## src/rtl/vsa_core_param.sv

```systemverilog
// rtl/vsa_core_param.sv - parametrised multi-cycle VSA core with req/ack instruction and data memory handshakes
// Define VSA_HALT_EN to make opcode 7 stop the core in HALT; otherwise opcode 7 is a NOP.
module vsa_core_param #(
    parameter int DW  = 8,
    parameter int RAW = 2,
    parameter int PCW = 5,
    localparam int IW   = 6 + 3 * RAW,
    localparam int IMMW = RAW + 3,
    localparam int NREG = 2 ** RAW
) (
    input  logic           clock,
    input  logic           reset_n,
    output logic [PCW-1:0] pc,
    output logic           imem_req,
    input  logic           imem_ack,
    input  logic [IW-1:0]  instruction,
    output logic [DW-1:0]  daddr,
    output logic [DW-1:0]  dataout,
    input  logic [DW-1:0]  datain,
    output logic           dmem_req,
    input  logic           dmem_ack,
    output logic           wr,
    output logic           halted
);

    localparam logic [2:0] OP_LW   = 3'd0;
    localparam logic [2:0] OP_SW   = 3'd1;
    localparam logic [2:0] OP_BEQZ = 3'd2;
    localparam logic [2:0] OP_ALU  = 3'd3;
    localparam logic [2:0] OP_ADDI = 3'd4;
    localparam logic [2:0] OP_SUBI = 3'd5;
    localparam logic [2:0] OP_BNEZ = 3'd6;
    localparam logic [2:0] OP_HALT = 3'd7;

    typedef enum logic [2:0] {
        S_IF   = 3'd0,
        S_ID   = 3'd1,
        S_EX   = 3'd2,
        S_MEM  = 3'd3,
        S_WB   = 3'd4,
        S_HALT = 3'd5
    } state_t;

    state_t          state;
    state_t          next_state;
    logic            started;
    logic [IW-1:0]   ir;
    logic [PCW-1:0]  npc;
    logic [DW-1:0]   a;
    logic [DW-1:0]   b;
    logic [DW-1:0]   alu_out;
    logic            cond;
    logic [DW-1:0]   lmd;
    logic [DW-1:0]   regs [NREG];

    logic [2:0]      op;
    logic [RAW-1:0]  s1;
    logic [RAW-1:0]  rf2;
    logic [RAW-1:0]  rd;
    logic [2:0]      fun;
    logic [IMMW-1:0] imm;
    logic [DW-1:0]   imm_dw;
    logic [PCW-1:0]  pc_off;
    logic [PCW-1:0]  target;
    logic [DW-1:0]   alu_res;
    logic            is_mem;
    logic            is_branch;

    assign op        = ir[IW-1 -: 3];
    assign s1        = ir[IW-4 -: RAW];
    assign rf2       = ir[IW-4-RAW -: RAW];
    assign rd        = ir[IW-4-2*RAW -: RAW];
    assign fun       = ir[2:0];
    assign imm       = ir[IMMW-1:0];
    assign imm_dw    = DW'($signed(imm));
    assign pc_off    = PCW'($signed(imm));
    assign target    = npc + pc_off;
    assign is_mem    = (op == OP_LW) || (op == OP_SW);
    assign is_branch = (op == OP_BEQZ) || (op == OP_BNEZ);

    always_comb begin
        alu_res = '0;
        case (fun)
            3'd0: alu_res = a + b;
            3'd1: alu_res = a - b;
            3'd2: alu_res = a & b;
            3'd3: alu_res = a | b;
            3'd4: alu_res = a ^ b;
            3'd5: alu_res = ~a;
            3'd6: alu_res = a >> 1;
            3'd7: alu_res = $unsigned($signed(a) >>> 1);
            default: alu_res = '0;
        endcase
    end

    // started keeps every request low in the first cycle after reset release
    assign imem_req = (state == S_IF) && started;
    assign dmem_req = (state == S_MEM) && is_mem;
    assign wr       = dmem_req && (op == OP_SW);
    assign daddr    = alu_out;
    assign dataout  = b;

`ifdef VSA_HALT_EN
    assign halted = (state == S_HALT);
`else
    assign halted = 1'b0;
`endif

    always_ff @(posedge clock or negedge reset_n) begin
        if (!reset_n) begin
            state   <= S_IF;
            started <= 1'b0;
        end else begin
            state   <= next_state;
            started <= 1'b1;
        end
    end

    always_comb begin
        next_state = state;
        case (state)
            S_IF:  if (imem_req && imem_ack) next_state = S_ID;
            S_ID:  next_state = S_EX;
            S_EX: begin
                next_state = S_MEM;
`ifdef VSA_HALT_EN
                if (op == OP_HALT) next_state = S_HALT;
`endif
            end
            S_MEM: if (!is_mem || dmem_ack) next_state = S_WB;
            S_WB:  next_state = S_IF;
            S_HALT: next_state = S_HALT;
            default: next_state = S_IF;
        endcase
    end

    always_ff @(posedge clock or negedge reset_n) begin
        if (!reset_n) begin
            pc      <= '0;
            npc     <= '0;
            ir      <= '0;
            a       <= '0;
            b       <= '0;
            alu_out <= '0;
            cond    <= 1'b0;
            lmd     <= '0;
            for (int i = 0; i < NREG; i++) regs[i] <= '0;
        end else begin
            case (state)
                S_IF: begin
                    if (imem_req && imem_ack) begin
                        ir  <= instruction;
                        npc <= pc + PCW'(1);
                    end
                end
                S_ID: begin
                    a <= regs[s1];
                    b <= regs[rf2];
                end
                S_EX: begin
                    case (op)
                        OP_LW, OP_SW, OP_ADDI: alu_out <= a + imm_dw;
                        OP_SUBI:               alu_out <= a - imm_dw;
                        OP_ALU:                alu_out <= alu_res;
                        OP_BEQZ:               cond    <= (a == '0);
                        OP_BNEZ:               cond    <= (a != '0);
                        default: ;
                    endcase
                end
                S_MEM: begin
                    if (dmem_req && dmem_ack && (op == OP_LW)) lmd <= datain;
                    if (next_state == S_WB) pc <= (is_branch && cond) ? target : npc;
                end
                S_WB: begin
                    // regs[0] is never written, so R0 reads as zero
                    case (op)
                        OP_ALU:           if (rd != '0)  regs[rd]  <= alu_out;
                        OP_ADDI, OP_SUBI: if (rf2 != '0) regs[rf2] <= alu_out;
                        OP_LW:            if (rf2 != '0) regs[rf2] <= lmd;
                        default: ;
                    endcase
                end
                default: ;
            endcase
        end
    end

endmodule
```

## config.mk

```make
export PLATFORM = sky130hd
export DESIGN_NAME = vsa_core_param
export DESIGN_NICKNAME = d
export VERILOG_FILES = /design/src/rtl/vsa_core_param.sv
export SDC_FILE = /design/constraint.sdc
export NUM_CORES = 1
export LEC_CHECK = 0
export BUFFER_PORTS_ARGS = -buffer_cell sky130_fd_sc_hd__buf_4
export CAP_MARGIN = 40
export CORE_ASPECT_RATIO = 2
export CORE_MARGIN = 4
export CORE_UTILIZATION = 30
export DETAILED_ROUTE_END_ITERATION = 12
export GPL_TIMING_DRIVEN = 0
export PLACE_DENSITY = 0.57
export SYNTH_ARGS = -nofsm -noshare
export SYNTH_HDL_FRONTEND = slang
export SYNTH_SLANG_ARGS = --single-unit
```

## constraint.sdc

```tcl
create_clock -name clock -period 8.65 [get_ports clock]
set_input_delay 0.865 -clock clock [delete_from_list [all_inputs] [get_ports clock]]
set_output_delay 0.865 -clock clock [all_outputs]
set_load 0.02 [all_outputs]
```

Yosys cells after proc, flatten, opt, wreduce, memory -nomap -nowiden
Cells that the tools add are included.
{"block": "op_classes", "mux": 24, "eq_ne": 22, "bitwise_logic": 7, "order_cmp": 5, "add_sub_neg": 6, "n_reduce_logical": 31}
{"operator": "$bwmux 32", "count": 3}
{"operator": "$mux 32", "count": 3}
{"operator": "$pmux 32 s3", "count": 1}
{"operator": "$pmux 8 s8", "count": 1}
{"operator": "$mux 8", "count": 6}
{"operator": "$bmux 8 s2", "count": 2}
{"operator": "$demux 8 s2", "count": 2}
{"operator": "$eq 3x3->1 const B", "count": 10}
{"operator": "$pmux 8 s3", "count": 1}
{"operator": "$eq 3x2->1 const B", "count": 6}
{"operator": "$add 8x8->8", "count": 2}
{"operator": "$sub 8x8->8", "count": 2}
{"operator": "$pmux 3 s5", "count": 1}
{"operator": "$reduce_and 2->1", "count": 5}
{"operator": "$eq 3x1->1 const B", "count": 3}
{"operator": "$ge 3x3->1 const B", "count": 3}
{"operator": "$logic_and 1x1->1", "count": 9}
{"operator": "$logic_not 3->1", "count": 3}
{"operator": "$not 2->3", "count": 3}
{"operator": "$and 8x8->8", "count": 1}
{"operator": "$logic_not 8->1", "count": 1}
{"operator": "$not 8->8", "count": 1}
{"operator": "$or 8x8->8", "count": 1}
{"operator": "$reduce_bool 8->1", "count": 1}
{"operator": "other kinds (16)", "count": 24}
{"block": "totals", "register_bits": 91, "inputBits": 24}

Depth between registers and ports, before layout
{"block": "depth", "ltp_word": 8, "mapped_depth": 13, "depth_no_buf": 12}

Least setup slack after synthesis
Ideal clock, no wire load.
{"block": "synth_path", "path_kind": "flip-flop to flip-flop", "from": "reg ir[1]", "to": "reg alu_out[7], in the netlist daddr[7]", "n_path_buf": 1, "setup_ns": 0.066, "arrival_ns": 2.738, "stages_incl_launch_ff": 13, "synth_period_minus_slack_ns": 2.804, "setup_slack_ns": 5.846, "cell_sequence": "dfrtp_1 > inv_1 > ha_1 > nor2b_1 > buf_2 > mux2i_1 > ha_1 > nor2b_1 > o31ai_1 > a21oi_1 > xnor2_1 > a2111oi_0 > a221o_1"}
{"block": "synth_between", "elab_chain_len": 3, "elab_cells_between_ends": 12, "cone_classes": "add/sub (2); eq/ne (7); mux (2); reduce/logical (1)"}
{"item": "from (decl)", "line": "47", "text": "logic [IW-1:0] ir;"}
{"item": "from (signal assigned)", "line": "152", "text": "ir <= instruction;"}
{"item": "branches (longest 2 deep; another with $sub 8x8->8)"}
{"item": "$pmux 8 s3 (*)", "line": "161", "text": "case (op)"}
{"item": "to (signal assigned)", "line": "162", "text": "OP_LW, OP_SW, OP_ADDI: alu_out <= a + imm_dw;"}
{"item": "to (signal assigned)", "line": "163", "text": "OP_SUBI: alu_out <= a - imm_dw;"}
{"item": "to (signal assigned)", "line": "164", "text": "OP_ALU: alu_out <= alu_res;"}
{"item": "to (decl)", "line": "51", "text": "logic [DW-1:0] alu_out;"}
Every way passes the cells marked *.
A chain may end at the register's enable or synchronous reset.

Final worst setup path
Ends and elaborated chain as after synthesis.

==> results.txt <==
The run finished with clean final reports. Summed over all instances, the cell type with the most area after synthesis is sky130_fd_sc_hd__dfrtp_1. The area share of the leading cell type in the synthesized netlist is a little under 40%. Broken down by cell family, the worst path's largest delay share belongs to compound AO/OA/AOI/OAI gates. The final setup TNS is 0 ns. The total global routing overflow is 0.

Once the clock tree was built, the resizer swapped 0 gates to a different size. The clock transition at the registers of the reported paths is 0.07 ns. For flop-to-flop paths, the worst setup slack is approximately 5.1 ns. The post-synthesis cell count came out at a little under 600.

The max-slew headroom at the worst pin came out at between 40% and 50%. The largest family of logic cells by synthesized area is compound AO/OA/AOI/OAI gates. The count of final setup violators came out at 0.

The number of flops mapped to enable cells by yosys is 0. In this run, synthesis produced a sequential element count of 91. The number of antenna diodes in the final layout is 0. Across the VDD grid, the largest voltage drop is around 0.00017 V. The net total in the final layout is roughly 720.

In the final layout, the share of cells above drive strength 1 is approximately a fifth. The length of routed met3 wiring came out at around 420 µm. The number of standard cells in the final layout excluding fillers came out at just over 900. The number of detailed-routing iterations run before antenna repair came out at 4. The final hold slack came out at around 0.43 ns. The initial antenna violation count is 0. The total CTS buffers is 9. Across every metal layer, demand over resource in global routing totals roughly 16%. The count of pins on the block boundary came out at just under 50.

The simple-gate area share of the yosys netlist came out at 11.7%. The number of levels in the clock H-tree is 3. The worst register-to-register path ends at daddr[7]$_DFFE_PN0P_. The total instance count after detailed placement is about 900. Dividing the synthesized area by the synthesized cell count gives ~9.9 µm².

The fmax came out at 0.284 GHz. The first global-routing pass estimated roughly 27 mm of wire. STA classifies the critical path endpoint as a register. Together, buffers and inverters on the worst path number 2. For this run, the leading register cell type out of synthesis is sky130_fd_sc_hd__dfrtp_1.

The die is roughly 110 µm wide. The detailed router placed approximately 4.7k vias in this run. During synthesis, Yosys emitted a total of 0 warnings.

The mean number of vias per cell is a little over 5. The CTS tree is done. CTS placed an instance of sky130_fd_sc_hd__clkbuf_16 at the clock tree root. The detailed route wirelength on metal2 is 9.36 mm. For this run, the register share of the synthesized area comes to between 30% and 40%. The hold violation count in the final report is 0. The ratio of total power to cell area is roughly 440 mW/mm². The count of distinct cell types in the synthesized netlist is 62. The post-synth net total came out at roughly 660.

The critical path depth in cells is 12. The latest clock arrival within the worst-skew pair is approximately 0.35 ns. The slew at the pin with the worst max-slew slack is 0.879 ns. The final worst clock skew came out at between 0.01 and 0.015 ns. The worst min-delay path category is in2async. The top fanout value on the critical path came out at 8. The synthesized area came out at slightly below 0.006 mm². The startpoint of the lowest-slack register-to-register path is ir[1]$_DFFE_PN0P_.

The number of design-rule violations left by the first detailed-router iteration is 190. The final worst-path cycle share is between 40% and 50%. The largest incremental delay on the critical path came out at approximately 0.5 ns.

The number of buffer cells added on primary ports is 47. The slowest stage of the critical path is the sky130_fd_sc_hd__a2111oi_0 cell. The row count is 72.

Max-cap violations in this run came to 0. The layout-stage area growth over the synthesis result is 17.5%. The detailed-route wire length is approximately 17 mm. The end-of-flow core utilization is between 30% and 40%.

The placeable core region is around 0.019 mm². The clock passes through at most 2 buffers. The highest metal layer carrying signal wires in the routed design is met4. At the worst endpoint, the arrival time is 3.81 ns. The worst setup path is launched from a register.

Hold repair after CTS inserted 0 buffers. The endpoint required time on the critical path came out at between 8 and 9 ns. The number of remaining DRC errors is 0.

The count of cells along the worst register-to-register path is 12. The post-CTS setup-driven buffer insertion count came out at 0. The initial utilization of the core area, before any placement, comes to 30.6%.

The number of global-route vias before repair came out at ~4.9k. The total chip power is roughly 3.1 mW. The multiplexer fraction of the synthesized cell area came out at between 10% and 20%. The signal on the critical path passes through inv_1 -> ha_1 -> nor2b_1 -> buf_2 -> mux2i_1 -> ha_1 -> nor2b_1 -> o31ai_1 -> a21oi_1 -> xnor2_1 -> a2111oi_0 -> a221o_1. The floorplan die height is a little over 200 µm. The leakage power came out at approximately 3.0 nW. The final max-slew violation count came out at 0.

In this run the worst setup path begins at ir[1]$_DFFE_PN0P_. The XOR/XNOR share of the synthesized area is ~4%. By area the synthesized netlist is led by sky130_fd_sc_hd__dfrtp_1 38%, sky130_fd_sc_hd__ha_1 8.7%, sky130_fd_sc_hd__mux4_2 6.1%. The minimum clock period is between 3 and 4 ns. The sink count of the clock tree is roughly 90.

The met1 wire length is between 6 and 7 mm. Setup repair after global routing left no endpoint under its margin. The number of fill cells in the layout came out at between 1.5k and 2k. The area share of fa/ha/maj cells after synthesis is around a tenth.

The final weighted congestion in routability-driven placement is ~0.93. The post-detailed-route count of antenna-violating nets came out at 0. In the synthesized netlist the async set-or-reset flop fraction comes to between 90% and 100%.

Entering global routing, the biggest net connects 66 pins. The average wire length per cell after detail routing came out at 18.7 µm. The critical path capture point is daddr[7]$_DFFE_PN0P_.

The die area came out at between 0.02 and 0.025 mm². By startpoint and endpoint, the worst setup path is classified as reg2reg. The sum of net half-perimeters after detailed placement is 13.8 mm. The synthesized-area fraction occupied by ao, oa, aoi and oai cells is 19.6%.
## synth_stat cells, drive strengths merged (3+ instances only)
cell     number
o22a          3
nor3b         5
a21oi        26
and2          3
o211ai        3
o21ai        63
xor2          8
nand3b        3
nand2        68
fa            3
xnor2        19
a221oi        6
a22oi        22
mux2         23
a31oi         8
clkbuf       20
nor3          9
nand2b        3
o22ai         4
mux4         16
o2bb2ai       6
dfrtp        91
a221o         3
o31ai         6
nor2         22
and3          3
a211oi        4
nor2b        10
a21o          6
nand3         9
inv          30
mux2i         4
ha           41
a22o          3
buf          16
## layout by cell type, fill, tap and decap left out, types with 4 or more instances in the layout
master | netlist | final
sky130_fd_sc_hd__dfrtp_1 | 91 | 91
sky130_fd_sc_hd__nand2_1 | 68 | 68
sky130_fd_sc_hd__o21ai_0 | 61 | 61
sky130_fd_sc_hd__buf_4 | 3 | 50
sky130_fd_sc_hd__ha_1 | 41 | 41
sky130_fd_sc_hd__inv_1 | 30 | 30
sky130_fd_sc_hd__a21oi_1 | 25 | 25
sky130_fd_sc_hd__mux2_2 | 23 | 23
sky130_fd_sc_hd__nor2_1 | 22 | 22
sky130_fd_sc_hd__a22oi_1 | 22 | 22
sky130_fd_sc_hd__clkbuf_1 | 20 | 20
sky130_fd_sc_hd__xnor2_1 | 19 | 19
sky130_fd_sc_hd__mux4_2 | 16 | 16
sky130_fd_sc_hd__nor3_1 | 9 | 9
sky130_fd_sc_hd__nand3_1 | 9 | 9
sky130_fd_sc_hd__clkbuf_16 | 0 | 9
sky130_fd_sc_hd__nor2b_1 | 8 | 8
sky130_fd_sc_hd__a31oi_1 | 8 | 8
sky130_fd_sc_hd__xor2_1 | 8 | 8
sky130_fd_sc_hd__buf_2 | 7 | 7
sky130_fd_sc_hd__buf_6 | 6 | 6
sky130_fd_sc_hd__o31ai_1 | 6 | 6
sky130_fd_sc_hd__a21o_1 | 6 | 6
sky130_fd_sc_hd__o2bb2ai_1 | 6 | 6
sky130_fd_sc_hd__a221oi_1 | 5 | 5
sky130_fd_sc_hd__mux2i_1 | 4 | 4
sky130_fd_sc_hd__nor3b_1 | 4 | 4
sky130_fd_sc_hd__o22ai_1 | 4 | 4
sky130_fd_sc_hd__a211oi_1 | 4 | 4
## through the flow
stage	setup WS (ns)	cell area, µm²
3_5_place_dp	5.15	6630
3_3_place_gp	5.15	6600
4_1_cts	5.09	6960
6_report	5.13	6960
2_1_floorplan	5.85	5930
5_1_grt	4.83	6960
## cell families after synthesis
kind of cell / after synthesis
AOI/OAI and AO/OA: 179
and+or+nand+nor: 144
DFF: 91
buffers and inverters: 66
adders and majority gates: 44
muxes: 43
xor gates and xnor gates: 27
other: 2
## area by class of cell
cell class	instances	area [µm²]	area share (%)
multi-input cells	439	3340	47.9
clock buffers	10	239	3.43
repair buffers	48	380	5.46
inverters	30	113	1.62
well taps	259	324	4.65
clock inverters	6	93.8	1.35
plain buffers	36	200	2.88
flip-flops and latches	91	2280	32.7
## metal layers
metal,GRT usage (%),vias up
met5,0,-
met4,11.0,0
met3,2.21,49
met2,30.0,96
met1,16.3,2249
li1,-,2281
## worst min-delay path by stage
stage | slack [ns] | cells past startpoint | end
floorplan | 0.44 | 1 | register
global placement | 0.45 | 1 | register
detailed placement | 0.47 | 1 | register
CTS | 0.44 | 1 | lmd[3]$_DFFE_PN0P_
global route | 0.45 | 1 | lmd[3]$_DFFE_PN0P_
finish | 0.43 | 1 | lmd[3]$_DFFE_PN0P_
## where the power goes
group	leakage (nW)	internal [mW]	switching, mW	total [mW]
Combinational	1.66	0.829	1.03	1.86
Clock	0.160	0.264	0.179	0.443
Sequential	1.21	0.578	0.219	0.797
Total	3.03	1.67	1.43	3.10
No activity file was read; power rests on OpenSTA's default activity.
